## config.mk

```make
export PLATFORM = sky130hd
export DESIGN_NAME = alu_exec_flat
export DESIGN_NICKNAME = d
export VERILOG_FILES = /design/src/rtl/alu_exec_pkg.sv /design/src/rtl/alu_exec_if.sv /design/src/rtl/alu_exec_shifter.sv /design/src/rtl/alu_exec.sv /design/src/flat_wrapper.sv
export SDC_FILE = /design/constraint.sdc
export NUM_CORES = 1
export LEC_CHECK = 0
export BUFFER_PORTS_ARGS = -buffer_cell sky130_fd_sc_hd__buf_2
export CAP_MARGIN = 20
export CORE_ASPECT_RATIO = 1.25
export CORE_MARGIN = 10
export CORE_UTILIZATION = 30
export DETAILED_ROUTE_END_ITERATION = 8
export GPL_ROUTABILITY_DRIVEN = 0
export PLACE_DENSITY_LB_ADDON = 0.1
export SETUP_SLACK_MARGIN = 0.3
export SLEW_MARGIN = 20
export SYNTH_ARGS = -nofsm -noshare
export SYNTH_HDL_FRONTEND = slang
export SYNTH_SLANG_ARGS = --single-unit
```

## constraint.sdc

```tcl
create_clock -name clk -period 5.3 [get_ports clk]
set_input_delay 0.53 -clock clk [delete_from_list [all_inputs] [get_ports clk]]
set_output_delay 0.53 -clock clk [all_outputs]
set_load 0.05 [all_outputs]
```

## src/rtl/alu_exec_pkg.sv

```systemverilog
// ---------------------------------------------------------------------------
// alu_exec_pkg
// Shared types for the execute-stage ALU:
//   alu_operation_type : decoded operation coming from ALU control
//   alu_state_type     : execute-stage sequencing (IDLE / SHIFT / DONE)
// Helpers:
//   is_shift_op        : true for SLL/SRL/SRA
//   is_known_op        : true for every encoded operation
// ---------------------------------------------------------------------------
package alu_exec_pkg;

  typedef enum logic [3:0] {
    ALU_ADD  = 4'd0,
    ALU_SUB  = 4'd1,
    ALU_SLL  = 4'd2,
    ALU_SLT  = 4'd3,
    ALU_SLTU = 4'd4,
    ALU_XOR  = 4'd5,
    ALU_SRL  = 4'd6,
    ALU_SRA  = 4'd7,
    ALU_OR   = 4'd8,
    ALU_AND  = 4'd9,
    ALU_LUI  = 4'd10
  } alu_operation_type;

  typedef enum logic [1:0] {
    IDLE  = 2'd0,
    SHIFT = 2'd1,
    DONE  = 2'd2
  } alu_state_type;

  function automatic logic is_shift_op(alu_operation_type op);
    return (op == ALU_SLL) || (op == ALU_SRL) || (op == ALU_SRA);
  endfunction

  function automatic logic is_known_op(alu_operation_type op);
    return op inside {ALU_ADD, ALU_SUB, ALU_SLL, ALU_SLT, ALU_SLTU, ALU_XOR,
                      ALU_SRL, ALU_SRA, ALU_OR, ALU_AND, ALU_LUI};
  endfunction

endpackage

```

## src/rtl/alu_exec_if.sv

```systemverilog
// ---------------------------------------------------------------------------
// alu_exec_if
// Issue/result handshake bundle of the execute-stage ALU.
//   in_valid/in_ready   : operation transfer (issue -> ALU)
//   op, a, b            : decoded operation and XLEN operands
//   out_valid/out_ready : result transfer (ALU -> writeback/branch)
//   result, zero        : computed value and its ==0 flag
//   busy                : iterative shift in progress
// master = issue/writeback side, slave = the ALU.
// ---------------------------------------------------------------------------
interface alu_exec_if #(parameter int XLEN = 32);
  import alu_exec_pkg::*;

  logic              in_valid;
  logic              in_ready;
  alu_operation_type op;
  logic [XLEN-1:0]   a;
  logic [XLEN-1:0]   b;
  logic              out_valid;
  logic              out_ready;
  logic [XLEN-1:0]   result;
  logic              zero;
  logic              busy;

  modport master (
    output in_valid, op, a, b, out_ready,
    input  in_ready, out_valid, result, zero, busy
  );

  modport slave (
    input  in_valid, op, a, b, out_ready,
    output in_ready, out_valid, result, zero, busy
  );

endinterface

```

## src/rtl/alu_exec_shifter.sv

```systemverilog
// ---------------------------------------------------------------------------
// alu_shifter
// Iterative one-bit-per-cycle shift engine.
// Ports:
//   clk, rst_n          : clock, asynchronous active-low reset
//   load                : capture value_in / shamt_in / direction
//   left, arith         : SLL when left, else SRA when arith, else SRL
//   value_in, shamt_in  : operand and shift amount
//   value_out           : working value shifted one more position
//   done                : the shift performed at the coming edge is the last
// ---------------------------------------------------------------------------
module alu_shifter #(
  parameter  int XLEN = 32,
  localparam int SHW  = $clog2(XLEN)
) (
  input  logic            clk,
  input  logic            rst_n,
  input  logic            load,
  input  logic            left,
  input  logic            arith,
  input  logic [XLEN-1:0] value_in,
  input  logic [SHW-1:0]  shamt_in,
  output logic [XLEN-1:0] value_out,
  output logic            done
);

  logic [XLEN-1:0] work_q;
  logic [SHW-1:0]  cnt_q;
  logic            left_q;
  logic            arith_q;
  logic [XLEN-1:0] shifted;

  always_comb begin
    if (left_q) shifted = {work_q[XLEN-2:0], 1'b0};
    else        shifted = {arith_q & work_q[XLEN-1], work_q[XLEN-1:1]};
  end

  // datapath: working value and direction, no reset needed
  always_ff @(posedge clk) begin
    if (load) begin
      work_q  <= value_in;
      left_q  <= left;
      arith_q <= arith;
    end else if (cnt_q != '0) begin
      work_q  <= shifted;
    end
  end

  // control: remaining shift count
  always_ff @(posedge clk or negedge rst_n) begin
    if (!rst_n)              cnt_q <= '0;
    else if (load)           cnt_q <= shamt_in;
    else if (cnt_q != '0)    cnt_q <= cnt_q - SHW'(1);
  end

  assign value_out = shifted;
  assign done      = (cnt_q == SHW'(1));

endmodule

```

## src/rtl/alu_exec.sv

```systemverilog
// ---------------------------------------------------------------------------
// alu_exec
// Execute-stage ALU. Logic/arithmetic/compare ops complete one cycle after
// acceptance; shifts run on an iterative engine (shamt+1 cycles) unless
// ALU_BARREL_SHIFT_EN is defined, in which case shifts are single-cycle too
// and busy is tied low.
// Ports:
//   clk   : clock
//   rst_n : asynchronous active-low reset
//   io    : alu_exec_if.slave (in_valid/in_ready, op, a, b,
//           out_valid/out_ready, result, zero, busy)
// Configuration macro: ALU_BARREL_SHIFT_EN
// ---------------------------------------------------------------------------
module alu_exec
  import alu_exec_pkg::*;
#(
  parameter int XLEN = 32
) (
  input  logic       clk,
  input  logic       rst_n,
  alu_exec_if.slave  io
);

  localparam int SHW = $clog2(XLEN);

  alu_state_type   state_q, state_d;
  logic [XLEN-1:0] result_q, result_d;
  logic            zero_q;
  logic            res_en;
  logic            in_ready_c;
  logic            accept;

  // Single-cycle result for an accepted op. Without the barrel shifter a
  // shift only reaches here with shamt==0, so it passes a through.
  function automatic logic [XLEN-1:0] compute(alu_operation_type o,
                                               logic [XLEN-1:0] x,
                                               logic [XLEN-1:0] y);
    logic signed [XLEN-1:0] xs;
    logic signed [XLEN-1:0] ys;
    xs = x;
    ys = y;
    case (o)
      ALU_ADD:  return x + y;
      ALU_SUB:  return x - y;
      ALU_XOR:  return x ^ y;
      ALU_OR:   return x | y;
      ALU_AND:  return x & y;
      ALU_SLT:  return {{(XLEN-1){1'b0}}, (xs < ys)};
      ALU_SLTU: return {{(XLEN-1){1'b0}}, (x < y)};
      ALU_LUI:  return y;
`ifdef ALU_BARREL_SHIFT_EN
      ALU_SLL:  return x << y[SHW-1:0];
      ALU_SRL:  return x >> y[SHW-1:0];
      ALU_SRA:  return xs >>> y[SHW-1:0];
`else
      ALU_SLL, ALU_SRL, ALU_SRA: return x;
`endif
      default:  return '0;
    endcase
  endfunction

`ifndef ALU_BARREL_SHIFT_EN
  logic [SHW-1:0]  shamt;
  logic            load_sh;
  logic [XLEN-1:0] sh_value;
  logic            sh_done;

  assign shamt = io.b[SHW-1:0];

  alu_shifter #(.XLEN(XLEN)) u_shifter (
    .clk       (clk),
    .rst_n     (rst_n),
    .load      (load_sh),
    .left      (io.op == ALU_SLL),
    .arith     (io.op == ALU_SRA),
    .value_in  (io.a),
    .shamt_in  (shamt),
    .value_out (sh_value),
    .done      (sh_done)
  );
`endif

  always_comb begin
    state_d    = state_q;
    in_ready_c = 1'b0;
    res_en     = 1'b0;
    result_d   = result_q;
`ifndef ALU_BARREL_SHIFT_EN
    load_sh    = 1'b0;
`endif
    case (state_q)
      IDLE:  in_ready_c = 1'b1;
      SHIFT: begin
`ifndef ALU_BARREL_SHIFT_EN
        if (sh_done) begin
          state_d  = DONE;
          res_en   = 1'b1;
          result_d = sh_value;
        end
`else
        state_d = IDLE;
`endif
      end
      DONE: begin
        in_ready_c = io.out_ready;
        if (io.out_ready) state_d = IDLE;
      end
      default: state_d = IDLE;
    endcase

    accept = io.in_valid && in_ready_c;
    if (accept) begin
`ifndef ALU_BARREL_SHIFT_EN
      if (is_shift_op(io.op) && (shamt != '0)) begin
        state_d = SHIFT;
        load_sh = 1'b1;
      end else
`endif
      begin
        state_d  = DONE;
        res_en   = 1'b1;
        result_d = compute(io.op, io.a, io.b);
      end
    end
  end

  // result register stage: zero flag registered together with result
  always_ff @(posedge clk or negedge rst_n) begin
    if (!rst_n) begin
      state_q  <= IDLE;
      result_q <= '0;
      zero_q   <= 1'b1;
    end else begin
      state_q <= state_d;
      if (res_en) begin
        result_q <= result_d;
        zero_q   <= (result_d == '0);
      end
    end
  end

`ifndef SYNTHESIS
  always_ff @(posedge clk) begin
    if (rst_n && accept && !is_known_op(io.op))
      $error("alu_exec: unknown op %0d", io.op);
  end
`endif

  assign io.in_ready  = in_ready_c;
  assign io.out_valid = (state_q == DONE);
  assign io.result    = result_q;
  assign io.zero      = zero_q;
`ifdef ALU_BARREL_SHIFT_EN
  assign io.busy      = 1'b0;
`else
  assign io.busy      = (state_q == SHIFT);
`endif

endmodule

```

## src/flat_wrapper.sv

```systemverilog
// flat-port wrapper written by rule: the top's interface ports become plain ports
module alu_exec_flat import alu_exec_pkg::*;
#(
  parameter int XLEN = 32
)
  (clk, rst_n, io_in_valid, io_op, io_a, io_b, io_out_ready, io_in_ready, io_out_valid, io_result, io_zero, io_busy);
  alu_exec_if #(.XLEN(XLEN)) io_i ();
  input  logic clk;
  input  logic rst_n;
  input wire logic [$bits(io_i.in_valid)-1:0] io_in_valid;
  input wire logic [$bits(io_i.op)-1:0] io_op;
  input wire logic [$bits(io_i.a)-1:0] io_a;
  input wire logic [$bits(io_i.b)-1:0] io_b;
  input wire logic [$bits(io_i.out_ready)-1:0] io_out_ready;
  output wire logic [$bits(io_i.in_ready)-1:0] io_in_ready;
  output wire logic [$bits(io_i.out_valid)-1:0] io_out_valid;
  output wire logic [$bits(io_i.result)-1:0] io_result;
  output wire logic [$bits(io_i.zero)-1:0] io_zero;
  output wire logic [$bits(io_i.busy)-1:0] io_busy;
  assign io_i.in_valid = io_in_valid;
  assign io_i.op = io_op;
  assign io_i.a = io_a;
  assign io_i.b = io_b;
  assign io_i.out_ready = io_out_ready;
  assign io_in_ready = io_i.in_ready;
  assign io_out_valid = io_i.out_valid;
  assign io_result = io_i.result;
  assign io_zero = io_i.zero;
  assign io_busy = io_i.busy;
  alu_exec #(.XLEN(XLEN)) u_core (.clk(clk), .rst_n(rst_n), .io(io_i));
endmodule
```

==> flow_metrics.env <==
export IMPL_result_of_the_run="complete, no violations"
export IMPL_vias_in_the_first_global_route=11100
export IMPL_ys_seq_area_share_pct=20.3
export IMPL_cts_buffer_depth=2
export IMPL_crit_path_cell_trace="buf_2 > inv_1 > ha_1 > nor3b_2 > nor3_1 > and2_1 > a2111oi_0 > o221ai_1 > nor2_1 > or4b_1 > a2111oi_0 > nor4b_2 > nand4_1 > o31ai_1"
export IMPL_syn_inst=1318
export IMPL_antenna_diode_count=0
export IMPL_hold_class="in -> async"
export IMPL_unique_cell_type_count_in_the_yosys_netlist=103
export IMPL_cts_post_setup_buffers_inserted=0
export IMPL_worst_hold_slack_ns=0.259
export IMPL_synth_top_cells_by_area="ha_1, edfxtp_1, dfrtp_1, a21oi_1, nor2_1"
export IMPL_power_density_cell_area_nw_per_um2=333
export IMPL_cap_viol_max_count=0
export IMPL_postSynthRegisterBits=74
export IMPL_syn_to_final_growth_pct=14.1
export IMPL_synth_nets=1490
export IMPL_floorplan_core_area_sq_um=32800
export IMPL_period_share_pct=87.1
export IMPL_yosys_most_used_dff="dfrtp_1"
export IMPL_detailed_route_via_count=11100
export IMPL_synth_top_cells_by_count="nor2_1, a21oi_1, inv_1, ha_1, nand2_1"
export IMPL_timing_critical_path_required_ns=5.56
export IMPL_maxSlewViolCount=0
export IMPL_drive_above_1_share_pct=15.1
export IMPL_dp_slack_ns=0.438
export IMPL_max_slew_margin_pct=30.3
export IMPL_clock_tree_root_cell="clkbuf_16"
export IMPL_worst_clock_skew_ns=0.0156
export IMPL_io_pin_count=108
export IMPL_rsz_0062_raised_after_global_routing="false"
export IMPL_wp_buf_inv=2
export IMPL_synth_top_area_share_pct=12.3
export IMPL_worst_ir_drop_vdd_mv=0.205
export IMPL_routed_vias_inst=6.13
export IMPL_cts_tree="built"
export IMPL_cts_inserted_buffers=9
export IMPL_final_net_count=1562
export IMPL_dominant_cell_type_by_count_on_the_critical_path="a2111oi_0"
export IMPL_dieArea_sq_um=41000
export IMPL_antenna_left=0
export IMPL_drc=0
export IMPL_routed_wl_microns=49900
export IMPL_cts_resized_gates=0
export IMPL_leakage_uw=0.00496
export IMPL_grt_start_max_net_pins=47
export IMPL_yosysWarnings=0
export IMPL_grt_ovfl_total=0
export IMPL_cts_htree_levels=3
export IMPL_synthMostInstantiatedCell="nor2_1"
export IMPL_clkSinkCount=74
export IMPL_final_hold_violation_count=0
export IMPL_tightest_slew_ns=1.04
export IMPL_synth_edf_count=34
export IMPL_critical_path_startpoint_type="input pin"
export IMPL_grt_util_all_layers_pct=23.6
export IMPL_ctsHoldBuffers=0
export IMPL_maximum_net_fanout_on_the_critical_path=15
export IMPL_synth_top_cell_by_area="ha_1"
export IMPL_num_fill_cells=3581
export IMPL_cp_slowest_stage_delay_ns=0.83
export IMPL_drt_wirelength_per_cell_microns=27.5
export IMPL_detailedRoute_firstPassIterationCount=5
export IMPL_port_buffers=107
export IMPL_syn_mean_instance_area_sq_um=7.57
export IMPL_cp_end_kind="flop"
export IMPL_clk_latency_ns=0.36
export IMPL_floorplan_initialDensity_pct=30.5
export IMPL_min_period_ns=4.62
export IMPL_dpl_hpwl_microns=39300
export IMPL_clk_pin_slew_worst_paths_ns=0.07
export IMPL_num_rows=74
export IMPL_grt_first_pass_wirelength_microns=72800
export IMPL_criticalPathCategory="in -> reg"
export IMPL_setup_viol_count_final=0
export IMPL_chipHeight_microns=224
export IMPL_initialDrtViolationCount=1083
export IMPL_cpMaxStageDelayCell="a2111oi_0"
export IMPL_critical_path_top_delay_family="compound AO/OA/AOI/OAI gates"
export IMPL_netlist_area_sq_um=9980
export IMPL_maxClockFrequency_mhz=217
export IMPL_setup_tns_ns=0
export IMPL_worst_slack_ns=0.683
export IMPL_initial_antenna_violation_count=0
export IMPL_cp_data_arrival_time_ns=4.87
export IMPL_asyncSetResetFlopFracSynth_pct=54.1
export IMPL_dieWidth_microns=183
-- state kept, by name (all words and copies together), names as in the netlist --
| name | cells |
|---|---|
| u_core.io.result | 32 |
| u_core.io.zero | 1 |
| u_core.state_q | 2 |
| u_core.u_shifter.arith_q | 1 |
| u_core.u_shifter.cnt_q | 5 |
| u_core.u_shifter.left_q | 1 |
| u_core.u_shifter.work_q | 32 |
-- final timing paths --
kind / startpoint / to / slack, ns / cells past startpoint
worst max-delay path: io_b[4] / u_core.io.zero / 0.68 / 14
worst min-delay path: rst_n / u_core.io.result[15] / 0.26 / 2
worst max register to register: u_core.u_shifter.cnt_q[2] / u_core.io.zero / 0.93 / 10
worst min register to register: u_core.io.result[2] / u_core.io.result[2] / 0.51 / 2
max in group asynchronous: rst_n / u_core.io.result[19] / 4.60 / 2
min in group clk: u_core.io.result[2] / u_core.io.result[2] / 0.51 / 2
-- stage by stage --
stage,total power (uW),std cells,area (sq um),utilization [%]
after floorplan,2290,1318,9980,-
after global placement,3010,1797,11000,33.6
after detailed placement,3000,1797,11000,33.6
after CTS,3790,1813,11400,34.7
after global routing,3980,1813,11400,34.7
final,3800,1813,11400,34.7
-- worst register-to-register path: stages (launching register included) --
cell and delay, ns:
dfrtp_1 0.41, nor3_1 0.59, and3_1 0.77, nor2_2 0.17, a221o_1 0.35, nand2b_1 0.14
or4b_1 0.53, a2111oi_0 0.64, nor4b_2 0.34, nand4_1 0.12, o31ai_1 0.21
-- cells by family after synthesis --
kind of cell | share of synthesized area [%]
compound gates | 32.5
simple gates | 21.3
buf+inv | 7.88
fa+ha+maj | 12.7
flops | 20.3
mux | 4.59
xor+xnor | 0.790
-- cell usage in the layout (no fill, tap or decap), types with 7 or more instances in the layout --
cell / n
a2111oi_0: 12
a211oi_1: 23
a21o_1: 13
a21oi_1: 113
a221o_1: 7
a221oi_1: 7
a22oi_1: 18
a311oi_1: 7
a31oi_1: 21
and2_1: 11
and3_1: 10
buf_2: 107
buf_4: 40
clkbuf_16: 9
dfrtp_1: 39
edfxtp_1: 34
ha_1: 98
inv_1: 109
mux2i_1: 39
nand2_1: 84
nand2b_1: 18
nand3_1: 37
nand4_1: 15
nor2_1: 138
nor2b_1: 18
nor3_1: 35
nor4_1: 8
o211ai_1: 19
o21a_1: 9
o21ai_0: 78
o21ai_1: 13
o221ai_1: 15
o22ai_1: 9
o31ai_1: 10
or3_1: 11
xnor2_1: 8
-- per-layer routing --
metal | track usage, % | vias to the layer above | part of all wire (%)
met1 | 27.5 | 5363 | 38
li1 | - | 5054 | -
met5 | 0 | - | 0
met2 | 39.7 | 545 | 47
met4 | 16.7 | 0 | 7.9
met3 | 2.74 | 145 | 6.2
-- power breakdown --
| group | switching (uW) | total, uW | leakage [uW] | internal [uW] |
|---|---|---|---|---|
| logic | 1360 | 1930 | 0.00394 | 573 |
| clock network | 272 | 783 | 0.000177 | 511 |
| registers | 184 | 1080 | 0.000841 | 899 |
| total | 1810 | 3800 | 0.00496 | 1980 |
-- final cells by class --
type                       count  area (sq um)  share of cell area (%)
clock inverter                 6           138                    1.21
multi-input combinational   1048          7230                    63.5
timing repair buffer         147           836                    7.34
inverter                     110           413                    3.63
tap                          418           523                    4.59
clock buffer                  10           229                    2.01
sequential                    74          2020                    17.8
(Power assumes the default switching activity.)
